$ cat src/rtl/fft_pkg.sv
// Shared constants, lane helpers and sample types for the parallel FFT front end.
package fft_pkg;
    localparam int NUM_LANE      = 16;
    localparam int BF2I_IN_W     = 9;
    localparam int BF2II_IN_W    = 10;
    localparam int FRAME_BUNDLES = 32;

    // A lane in the last quarter of its 4*offset group gets the -j rotation.
    function automatic logic is_rot_lane(input int i, input int offset);
        return (i % (4 * offset)) >= (3 * offset);
    endfunction

    typedef struct packed {
        logic signed [BF2II_IN_W:0] r;
        logic signed [BF2II_IN_W:0] q;
    } sample_pair_t;
endpackage

$ cat src/rtl/bf2ii_4bundle_if.sv
// Bundle-level stream between the BF2I stage, this stage and the twiddle stage.
interface bf2ii_4bundle_if
    import fft_pkg::*;
#(
    parameter int WIDTH = BF2II_IN_W,
    parameter int DEPTH = NUM_LANE,
    parameter int IDX_W = $clog2(FRAME_BUNDLES)
);
    logic                    sync_clr;
    logic                    din_valid;
    logic signed [WIDTH-1:0] din_R [DEPTH];
    logic signed [WIDTH-1:0] din_Q [DEPTH];
    logic                    dout_valid;
    logic signed [WIDTH:0]   dout_R [DEPTH];
    logic signed [WIDTH:0]   dout_Q [DEPTH];
    logic [IDX_W-1:0]        dout_bundle_idx;
    logic                    dout_frame_start;
    logic                    dout_frame_end;

    modport master (
        output sync_clr, din_valid, din_R, din_Q,
        input  dout_valid, dout_R, dout_Q, dout_bundle_idx, dout_frame_start, dout_frame_end
    );

    modport slave (
        input  sync_clr, din_valid, din_R, din_Q,
        output dout_valid, dout_R, dout_Q, dout_bundle_idx, dout_frame_start, dout_frame_end
    );
endinterface

$ cat src/rtl/bf2ii_pair.sv
// Registered sum/difference of one lane pair; holds its outputs when load is low.
module bf2ii_pair #(
    parameter int W = 11
) (
    input  logic                clk,
    input  logic                rst_n,
    input  logic                load,
    input  logic signed [W-1:0] a_r,
    input  logic signed [W-1:0] a_q,
    input  logic signed [W-1:0] b_r,
    input  logic signed [W-1:0] b_q,
    output logic signed [W-1:0] sum_r,
    output logic signed [W-1:0] sum_q,
    output logic signed [W-1:0] diff_r,
    output logic signed [W-1:0] diff_q
);
    // Operands come from a rotated BF2I bundle, so results fit W bits exactly.
    always_ff @(posedge clk or negedge rst_n) begin
        if (!rst_n) begin
            sum_r  <= '0;
            sum_q  <= '0;
            diff_r <= '0;
            diff_q <= '0;
        end else if (load) begin
            sum_r  <= a_r + b_r;
            sum_q  <= a_q + b_q;
            diff_r <= a_r - b_r;
            diff_q <= a_q - b_q;
        end
    end
endmodule

$ cat src/rtl/bf2ii_4bundle.sv
// BF2II bundle stage: -j rotation of the last lane quarter, span-OFFSET butterflies,
// and bundle position tracking for the twiddle stage.
module bf2ii_4bundle
    import fft_pkg::*;
#(
    parameter int WIDTH      = BF2II_IN_W,
    parameter int DEPTH      = NUM_LANE,
    parameter int OFFSET     = 2,
    parameter int NUM_BUNDLE = FRAME_BUNDLES,
    parameter int IDX_W      = $clog2(NUM_BUNDLE)
) (
    input logic             clk,
    input logic             rst_n,
    bf2ii_4bundle_if.slave  bus
);
    localparam int              OW       = WIDTH + 1;
    localparam logic [IDX_W-1:0] LAST_IDX = IDX_W'(NUM_BUNDLE - 1);

    logic [IDX_W-1:0]     bundle_cnt;
    logic [IDX_W-1:0]     s1_idx;
    logic [IDX_W-1:0]     out_idx;
    logic                 s1_valid;
    logic                 out_valid;
    logic signed [OW-1:0] rot_r [DEPTH];
    logic signed [OW-1:0] rot_q [DEPTH];
    logic signed [OW-1:0] s1_r  [DEPTH];
    logic signed [OW-1:0] s1_q  [DEPTH];
    logic signed [OW-1:0] bf_r  [DEPTH];
    logic signed [OW-1:0] bf_q  [DEPTH];

    // Negation happens after widening so that -(-2^(WIDTH-1)) stays representable.
    always_comb begin
        for (int i = 0; i < DEPTH; i++) begin
            rot_r[i] = OW'(bus.din_R[i]);
            rot_q[i] = OW'(bus.din_Q[i]);
            if (is_rot_lane(i, OFFSET)) begin
                rot_r[i] = OW'(bus.din_Q[i]);
                rot_q[i] = -OW'(bus.din_R[i]);
            end
        end
    end

    always_ff @(posedge clk or negedge rst_n) begin
        if (!rst_n) begin
            s1_valid <= 1'b0;
            s1_idx   <= '0;
            s1_r     <= '{default: '0};
            s1_q     <= '{default: '0};
        end else begin
            s1_valid <= bus.din_valid;
            if (bus.din_valid) begin
                s1_r   <= rot_r;
                s1_q   <= rot_q;
                s1_idx <= bus.sync_clr ? '0 : bundle_cnt;
            end
        end
    end

    // A resync coinciding with a bundle tags that bundle 0, so the next one is 1.
    always_ff @(posedge clk or negedge rst_n) begin
        if (!rst_n) begin
            bundle_cnt <= '0;
        end else if (bus.din_valid) begin
            if (bus.sync_clr) begin
                bundle_cnt <= IDX_W'(1);
            end else if (bundle_cnt == LAST_IDX) begin
                bundle_cnt <= '0;
            end else begin
                bundle_cnt <= bundle_cnt + 1'b1;
            end
        end else if (bus.sync_clr) begin
            bundle_cnt <= '0;
        end
    end

    always_ff @(posedge clk or negedge rst_n) begin
        if (!rst_n) begin
            out_valid <= 1'b0;
            out_idx   <= '0;
        end else begin
            out_valid <= s1_valid;
            if (s1_valid) begin
                out_idx <= s1_idx;
            end
        end
    end

    for (genvar p = 0; p < DEPTH / 2; p++) begin : g_pair
        localparam int A = (p / OFFSET) * 2 * OFFSET + (p % OFFSET);
        localparam int B = A + OFFSET;

        bf2ii_pair #(.W(OW)) u_pair (
            .clk    (clk),
            .rst_n  (rst_n),
            .load   (s1_valid),
            .a_r    (s1_r[A]),
            .a_q    (s1_q[A]),
            .b_r    (s1_r[B]),
            .b_q    (s1_q[B]),
            .sum_r  (bf_r[A]),
            .sum_q  (bf_q[A]),
            .diff_r (bf_r[B]),
            .diff_q (bf_q[B])
        );
    end

    always_comb begin
        for (int i = 0; i < DEPTH; i++) begin
            bus.dout_R[i] = bf_r[i];
            bus.dout_Q[i] = bf_q[i];
        end
    end

    assign bus.dout_valid       = out_valid;
    assign bus.dout_bundle_idx  = out_idx;
    assign bus.dout_frame_start = out_valid && (out_idx == '0);
    assign bus.dout_frame_end   = out_valid && (out_idx == LAST_IDX);
endmodule

$ cat src/flat_wrapper.sv
// flat-port wrapper written by rule: the top's interface ports become plain ports
module bf2ii_4bundle_flat import fft_pkg::*;
#(
    parameter int WIDTH      = BF2II_IN_W,
    parameter int DEPTH      = NUM_LANE,
    parameter int OFFSET     = 2,
    parameter int NUM_BUNDLE = FRAME_BUNDLES,
    parameter int IDX_W      = $clog2(NUM_BUNDLE)
)
  (clk, rst_n, bus_sync_clr, bus_din_valid, bus_din_R, bus_din_Q, bus_dout_valid, bus_dout_R, bus_dout_Q, bus_dout_bundle_idx, bus_dout_frame_start, bus_dout_frame_end);
  bf2ii_4bundle_if #(.WIDTH(WIDTH), .DEPTH(DEPTH), .IDX_W(IDX_W)) bus_i ();
  input logic clk;
  input logic rst_n;
  input wire logic [$bits(bus_i.sync_clr)-1:0] bus_sync_clr;
  input wire logic [$bits(bus_i.din_valid)-1:0] bus_din_valid;
  input wire logic [$bits(bus_i.din_R)-1:0] bus_din_R;
  input wire logic [$bits(bus_i.din_Q)-1:0] bus_din_Q;
  output wire logic [$bits(bus_i.dout_valid)-1:0] bus_dout_valid;
  output wire logic [$bits(bus_i.dout_R)-1:0] bus_dout_R;
  output wire logic [$bits(bus_i.dout_Q)-1:0] bus_dout_Q;
  output wire logic [$bits(bus_i.dout_bundle_idx)-1:0] bus_dout_bundle_idx;
  output wire logic [$bits(bus_i.dout_frame_start)-1:0] bus_dout_frame_start;
  output wire logic [$bits(bus_i.dout_frame_end)-1:0] bus_dout_frame_end;
  assign bus_i.sync_clr = bus_sync_clr;
  assign bus_i.din_valid = bus_din_valid;
  assign bus_i.din_R = {>>{bus_din_R}};
  assign bus_i.din_Q = {>>{bus_din_Q}};
  assign bus_dout_valid = bus_i.dout_valid;
  assign bus_dout_R = {>>{bus_i.dout_R}};
  assign bus_dout_Q = {>>{bus_i.dout_Q}};
  assign bus_dout_bundle_idx = bus_i.dout_bundle_idx;
  assign bus_dout_frame_start = bus_i.dout_frame_start;
  assign bus_dout_frame_end = bus_i.dout_frame_end;
  bf2ii_4bundle #(.WIDTH(WIDTH), .DEPTH(DEPTH), .OFFSET(OFFSET), .NUM_BUNDLE(NUM_BUNDLE), .IDX_W(IDX_W)) u_core (.clk(clk), .rst_n(rst_n), .bus(bus_i));
endmodule
$ cat config.mk
export PLATFORM = sky130hd
export DESIGN_NAME = bf2ii_4bundle_flat
export DESIGN_NICKNAME = d
export VERILOG_FILES = /design/src/rtl/fft_pkg.sv /design/src/rtl/bf2ii_4bundle_if.sv /design/src/rtl/bf2ii_pair.sv /design/src/rtl/bf2ii_4bundle.sv /design/src/flat_wrapper.sv
export SDC_FILE = /design/constraint.sdc
export NUM_CORES = 2
export LEC_CHECK = 0
export ABC_AREA = 1
export BUFFER_PORTS_ARGS = -buffer_cell sky130_fd_sc_hd__buf_2
export CORE_MARGIN = 5
export CORE_UTILIZATION = 58
export CTS_CLUSTER_DIAMETER = 50
export DETAILED_ROUTE_END_ITERATION = 6
export PLACE_DENSITY = 0.9
export SYNTH_ARGS = -nofsm -noshare
export SYNTH_HDL_FRONTEND = slang
export SYNTH_SLANG_ARGS = --single-unit
$ cat constraint.sdc
create_clock -name clk -period 2.08 [get_ports clk]
set_input_delay 0.208 -clock clk [delete_from_list [all_inputs] [get_ports clk]]
set_output_delay 0.208 -clock clk [all_outputs]
set_load 0.005 [all_outputs]
; ---- After elaboration in Yosys (flattened, before gate mapping)
; Index checks and enable logic that the tools add are counted.
[word_totals]
regBits = 693
in_bits = 324
out_inout_bits = 360
wordCells = 115
[op_classes]
n_addsub = 37
eq_ne = 2
muxes = 4
reduce_logical = 3
[op_table]
columns = op, count
row1 = $add 10x10->11, 12
row2 = $sub 10x10->11, 12
row3 = $add 10x11->11, 4
row4 = $neg 10->11, 4
row5 = $sub 10x11->11, 4
row6 = $mux 5, 4
row7 = $eq 5x5->1 const B, 2
row8 = $add 5x1->5 const B, 1
row9 = $logic_not 5->1, 1
row10 = $logic_and 1x1->1, 2

; ---- Longest topological paths before layout
[depth]
depth_word = 4
depth_mapped = 13
depth_no_buf = 13

; ---- Cells and area by module
; Synthesis repeated with hierarchy kept, for this count alone.
[unflattened]
hier_cells = 6175
hier_area_um2 = 43641.9
[modules_own_cells]
columns = mod, n_inst, cells_per_inst, area_each_um2, seq_area_each_um2
row1 = bf2ii_4bundle, 1, 1599, 13584.3, 8533.2
row2 = bf2ii_pair (u_core.g_pair[0].u_pair ...), 3, 572, 3758.6, 1051.0
row3 = bf2ii_pair (u_core.g_pair[1].u_pair ...), 2, 572, 3756.1, 1051.0
row4 = bf2ii_pair (u_core.g_pair[5].u_pair), 1, 572, 3764.9, 1051.0
row5 = bf2ii_pair (u_core.g_pair[7].u_pair), 1, 572, 3754.9, 1051.0
row6 = bf2ii_pair (u_core.g_pair[6].u_pair), 1, 572, 3749.8, 1051.0

; ---- Least setup slack after synthesis
; Ideal clock, no wire load.
[synth_timing]
path_kind = reg-to-reg
startpoint = reg u_core.s1_q[44] (netlist name)
endpoint = reg u_core.g_pair[5].u_pair.sum_q[8]
setup_ns = 0.117
arrival_ns = 1.594
required_ns = 1.963
slack_ns = 0.369
path_stages_with_launch = 11
n_path_buf = 0
synth_period_minus_slack_ns = 1.711
path_cell_list = dfrtp_1 -> ha_1 -> inv_1 -> fa_1 -> or2_1 -> o21ai_2 -> nand3_1 -> nand2_1 -> nand2_1 -> nand3_1 -> nand2_1
[synth_via]
elab_chain_cells = 1
[synth_lines]
columns = item, line_no
row1 = from (decl), bf2ii_4bundle.sv:27  ; logic signed [OW-1:0] s1_q [DEPTH];
row2 = from (signal assigned), bf2ii_4bundle.sv:53  ; s1_q <= rot_q;
row3 = $add 10x10->11, bf2ii_pair.sv:26  ; sum_q <= a_q + b_q;
row4 = to (signal assigned), bf2ii_pair.sv:26
row5 = to (decl), bf2ii_pair.sv:13  ; output logic signed [W-1:0] sum_q,
; No other way between the ends.
; A chain may end at the register's enable or synchronous reset.

; ---- Worst setup path in the final report
[layout_timing]
startpoint = reg u_core.s1_r[60] (netlist name)
endpoint = reg u_core.g_pair[4].u_pair.sum_r[8]
[layout_via]
elab_chain_cells = 1
[layout_lines]
columns = item, line_no
row1 = from (decl), bf2ii_4bundle.sv:26  ; logic signed [OW-1:0] s1_r [DEPTH];
row2 = from (signal assigned), bf2ii_4bundle.sv:52  ; s1_r <= rot_r;
row3 = $add 10x10->11, bf2ii_pair.sv:25  ; sum_r <= a_r + b_r;
row4 = to (signal assigned), bf2ii_pair.sv:25
row5 = to (decl), bf2ii_pair.sv:12  ; output logic signed [W-1:0] sum_r,
; No other way between the ends.

==> qor.txt <==
DETAILED ROUTING
----------------------------------------------------------------------------------------------------
Total length of routed wires                                                              156,000 um
DRC violation count after routing                                                                 36
Drt initial violations                                                                         5,737
Number of iterations in the first detailed-routing pass                                            7
Number of nets with antenna violations after detailed routing                                      0
Via count                                                                                      44.7k
Post-detailed-route via-to-cell ratio                                                           5.84
Routed len/inst                                                                              20.3 um

STA
----------------------------------------------------------------------------------------------------
Worst path setup slack after routing                                                        -15.4 ps
RSZ-0062 raised after global routing                                                             yes
Fmax                                                                                         477 MHz
Worst slew pin tran                                                                           728 ps
Count of final setup violators                                                                     2
Final period utilization                                                                        101%
Worst clock skew                                                                             40.5 ps
Time the worst path needs with I/O delays and setup                                          2100 ps
Pins Over Slew Limit                                                                               0
Worst slew margin relative to its limit                                                        51.5%
Hold violation count in the final report                                                           0

SYNTHESIS
----------------------------------------------------------------------------------------------------
Most instantiated library cell after synthesis                                               nand2_1
Leading cell types by count after synthesis                                             nand2_1, inv_1, dfrtp_1
Yosys Warn Count                                                                                   0
Post-synthesis cell count                                                                      5,694
Number of enable flip-flop cells after synthesis                                                   0
Flip-flop and latch count after synthesis                                                        677
Number of distinct library cells after synthesis                                                  33
Synthesized net count                                                                          6,376
Area leader, netlist                                                                         dfrtp_1
Async set-reset flop share out of synthesis                                                     100%
Area share of the largest cell type after synthesis                                            40.5%
Avg Synthesized Cell Area                                                                   7.34 um2
Top cells by area, synth                                                                dfrtp_1, nand2_1, ha_1, inv_1, o21ai_0
Mapped cell area                                                                          41,800 um2
Register area share after synthesis                                                            40.5%
Most common flop cell mapped by yosys                                                        dfrtp_1

POWER AND IR DROP
----------------------------------------------------------------------------------------------------
Leakage component of the power                                                               28.7 nW
Total power per unit cell area                                                            893 nW/um2
Seq pwr share                                                                                  36.9%
Power consumption                                                                            46.8 mW
Highest ir drop seen on vdd                                                                 0.807 mV
Relative contribution of the clock network to total power                                      32.6%
Combinational share of power                                                                   30.6%
Net Sw Power                                                                                 17.3 mW
Internal power summed over all cells                                                         29.4 mW
Fraction of power spent switching nets                                                         37.1%

RUN STATUS
----------------------------------------------------------------------------------------------------
Violated checks                                                                         design-rule violations, negative setup slack
Run status                                                                              finished, violations left

GLOBAL ROUTING
----------------------------------------------------------------------------------------------------
First-pass GRT wire length                                                                241,000 um
Initial antenna violation count                                                                   18
Maximum number of pins on one net before global-route repair                                     124
Via count of the first global-routing pass                                                     44.3k
GR Overflow Total                                                                                  0
Global router's overall resource usage                                                         38.5%

WORST SETUP PATH
----------------------------------------------------------------------------------------------------
Category of the worst setup path launch point                                              flip-flop
Worst endpoint data arrival time                                                             2610 ps
Required time of the critical path                                                           2590 ps
Type of the worst setup path                                                              reg -> reg
Crit path max fanout                                                                               8
Kind of end point of the critical path                                                     flip-flop

CLOCKING
----------------------------------------------------------------------------------------------------
Clock-pin slew reported for the worst setup and hold paths after clock tree synthesis          70 ps
Clock Tree Root                                                                            clkbuf_16
Insertion delay to the later sink of the worst-skew pair                                      640 ps
Inserted Clock Buffers                                                                            84
Clock Path Buffers                                                                                 3
TritonCTS Sinks                                                                                  677
CTS tree                                                                                        done
Clock H-tree levels                                                                                3

FINAL LAYOUT
----------------------------------------------------------------------------------------------------
Final #Nets                                                                                    7,309
Final-layout fill cell count                                                                   4,795
Combined flip-flop and latch cell area                                                    16,900 um2
Share of cells above drive strength 1                                                          13.8%
Area overhead of the layout relative to synthesis                                              25.2%
Post-route cell area                                                                      52,400 um2
Util after Layout                                                                              73.2%
Area occupied by multi-input gates                                                        21,000 um2

MIN PATH
----------------------------------------------------------------------------------------------------
Class of the most critical hold timing path                                                in -> reg

RUN
----------------------------------------------------------------------------------------------------
MaxCap Viol Count                                                                                  0

DIE
----------------------------------------------------------------------------------------------------
Core Area                                                                                 71,500 um2
Number of top-level design ports                                                                 684
Initial cell density of the core                                                               58.5%
Number of rows created at floorplan                                                               98
Die height                                                                                    278 um
Die Width                                                                                     278 um
Die area                                                                                  77,500 um2

PLACED DESIGN
----------------------------------------------------------------------------------------------------
IO Port Bufs                                                                                     683
Final GP Congestion                                                                            0.967
Detail Placement HPWL                                                                      99,200 um
Post-DP Area                                                                              45,700 um2

==> state kept, by name (all words and copies together) (netlist names) <==
name / flops
u_core.bundle_cnt: 5
u_core.bus.dout_bundle_idx: 5
u_core.bus.dout_valid: 1
u_core.g_pair.u_pair.diff_q: 80
u_core.g_pair.u_pair.diff_r: 80
u_core.g_pair.u_pair.sum_q: 88
u_core.g_pair.u_pair.sum_r: 88
u_core.s1_idx: 5
u_core.s1_q: 164
u_core.s1_r: 160
u_core.s1_valid: 1
==> kinds of logic (layout without fill, tap and decap cells) <==
family | count (synthesis) | in the layout | share of synthesized area, %
AOI/OAI and AO/OA | 758 | 758 | 9.47
xor gates and xnor gates | 70 | 70 | 1.47
adders and majority gates | 358 | 358 | 11.3
buffers and inverters | 935 | 1931 | 9.49
DFF | 677 | 677 | 40.5
other | 0 | 15 | 0
and+or+nand+nor | 2896 | 2896 | 27.8
==> through the flow <==
stage | TNS, ps | hold slack [ps] | cells | setup WS, ps
after floorplan | 0 | -87.6 | 5694 | 369
after global routing | -255 | 13.9 | 7649 | -51.9
after global placement | 0 | 190 | 7129 | 226
final | -23.3 | 33.1 | 7655 | -15.4
after CTS | 0 | 1.50 | 7634 | 116
after detailed placement | 0 | 193 | 7129 | 179
==> final timing paths <==
path                                                   start                                end  slack (ps)  depth (start not counted)
setup / recovery                             u_core.s1_r[60]   u_core.g_pair[4].u_pair.sum_r[8]         -20                          9
hold / removal                                 bus_din_valid                    u_core.s1_r[77]          30                          2
setup reg to reg                             u_core.s1_r[60]   u_core.g_pair[4].u_pair.sum_r[8]         -20                          9
hold reg to reg            u_core.g_pair[2].u_pair.diff_r[1]  u_core.g_pair[2].u_pair.diff_r[1]         470                          2
max in group asynchronous                              rst_n                   u_core.s1_q[140]        1060                          3
min in group asynchronous                              rst_n  u_core.g_pair[6].u_pair.diff_q[2]         130                          2
==> power groups by stage <==
stage / Combinational (mW) / Sequential, mW / Clock [mW]
2_1_floorplan: 7.76 / 16.9 / 0
3_3_place_gp: 12.4 / 17.2 / 0
3_5_place_dp: 12.7 / 17.2 / 0
4_1_cts: 13.5 / 17.0 / 15.2
5_1_grt: 15.7 / 17.4 / 15.8
6_report: 14.3 / 17.2 / 15.2
==> critical path: stages, from the launching register on <==
cell and delay (ps):
dfrtp_1 400, inv_1 80, ha_2 440, inv_1 130
a21oi_1 210, nand3_1 200, nand2_1 160, nand3_1 110
nand3_1 130, nand2_1 100
==> cell usage in the layout, fill, tap and decap left out, types with 3 or more instances in the layout <==
master	n
nor4_1	3
a31oi_1	21
bufinv_16	7
clkbuf_1	8
inv_2	4
clkinv_4	5
a211oi_1	3
diode_2	15
nand3_2	4
nor3_1	31
ha_1	319
clkinv_2	9
nand4_1	48
nand2_1	2024
buf_2	681
inv_1	677
o21bai_1	27
buf_4	36
xnor2_1	12
dlygate4sd3_1	356
a21oi_1	204
a21o_1	19
o22ai_1	3
o21ai_0	468
inv_6	15
fa_1	27
nand3_1	406
nand2_2	4
o21ai_2	3
clkbuf_16	85
clkbuf_8	9
nand3b_1	11
buf_12	24
nor2_1	357
clkinvlp_4	6
ha_2	5
dfrtp_1	675
o21ai_1	9
fa_2	5
xor2_1	58
==> per-layer routing <==
metal | wire length, um | up-vias | GRT usage (%)
met3 | 16900 | 1037 | 10.5
met5 | 64 | - | 0
li1 | - | 19800 | -
met2 | 69500 | 3291 | 60.5
met1 | 54800 | 20600 | 45.5
met4 | 14300 | 10 | 28.2
==> timing repair <==
item	in CTS	in global routing
hold endpoints to repair	774	0
hold buffers	356	0
setup endpoints to repair	0	32
buffers inserted	0	6
resized for setup	0	35
==> final cells by class <==
| cell class | count | share of cell area [%] |
|---|---|---|
| flip-flops and latches | 677 | 32.4 |
| well taps | 950 | 2.27 |
| diodes | 15 | 0.0717 |
| multi-input cells | 4082 | 40.1 |
| inverters | 683 | 4.92 |
| clock inverters | 47 | 1.11 |
| repair buffers | 1099 | 14.8 |
| clock buffers | 102 | 4.36 |
(Power assumes the default switching activity.)
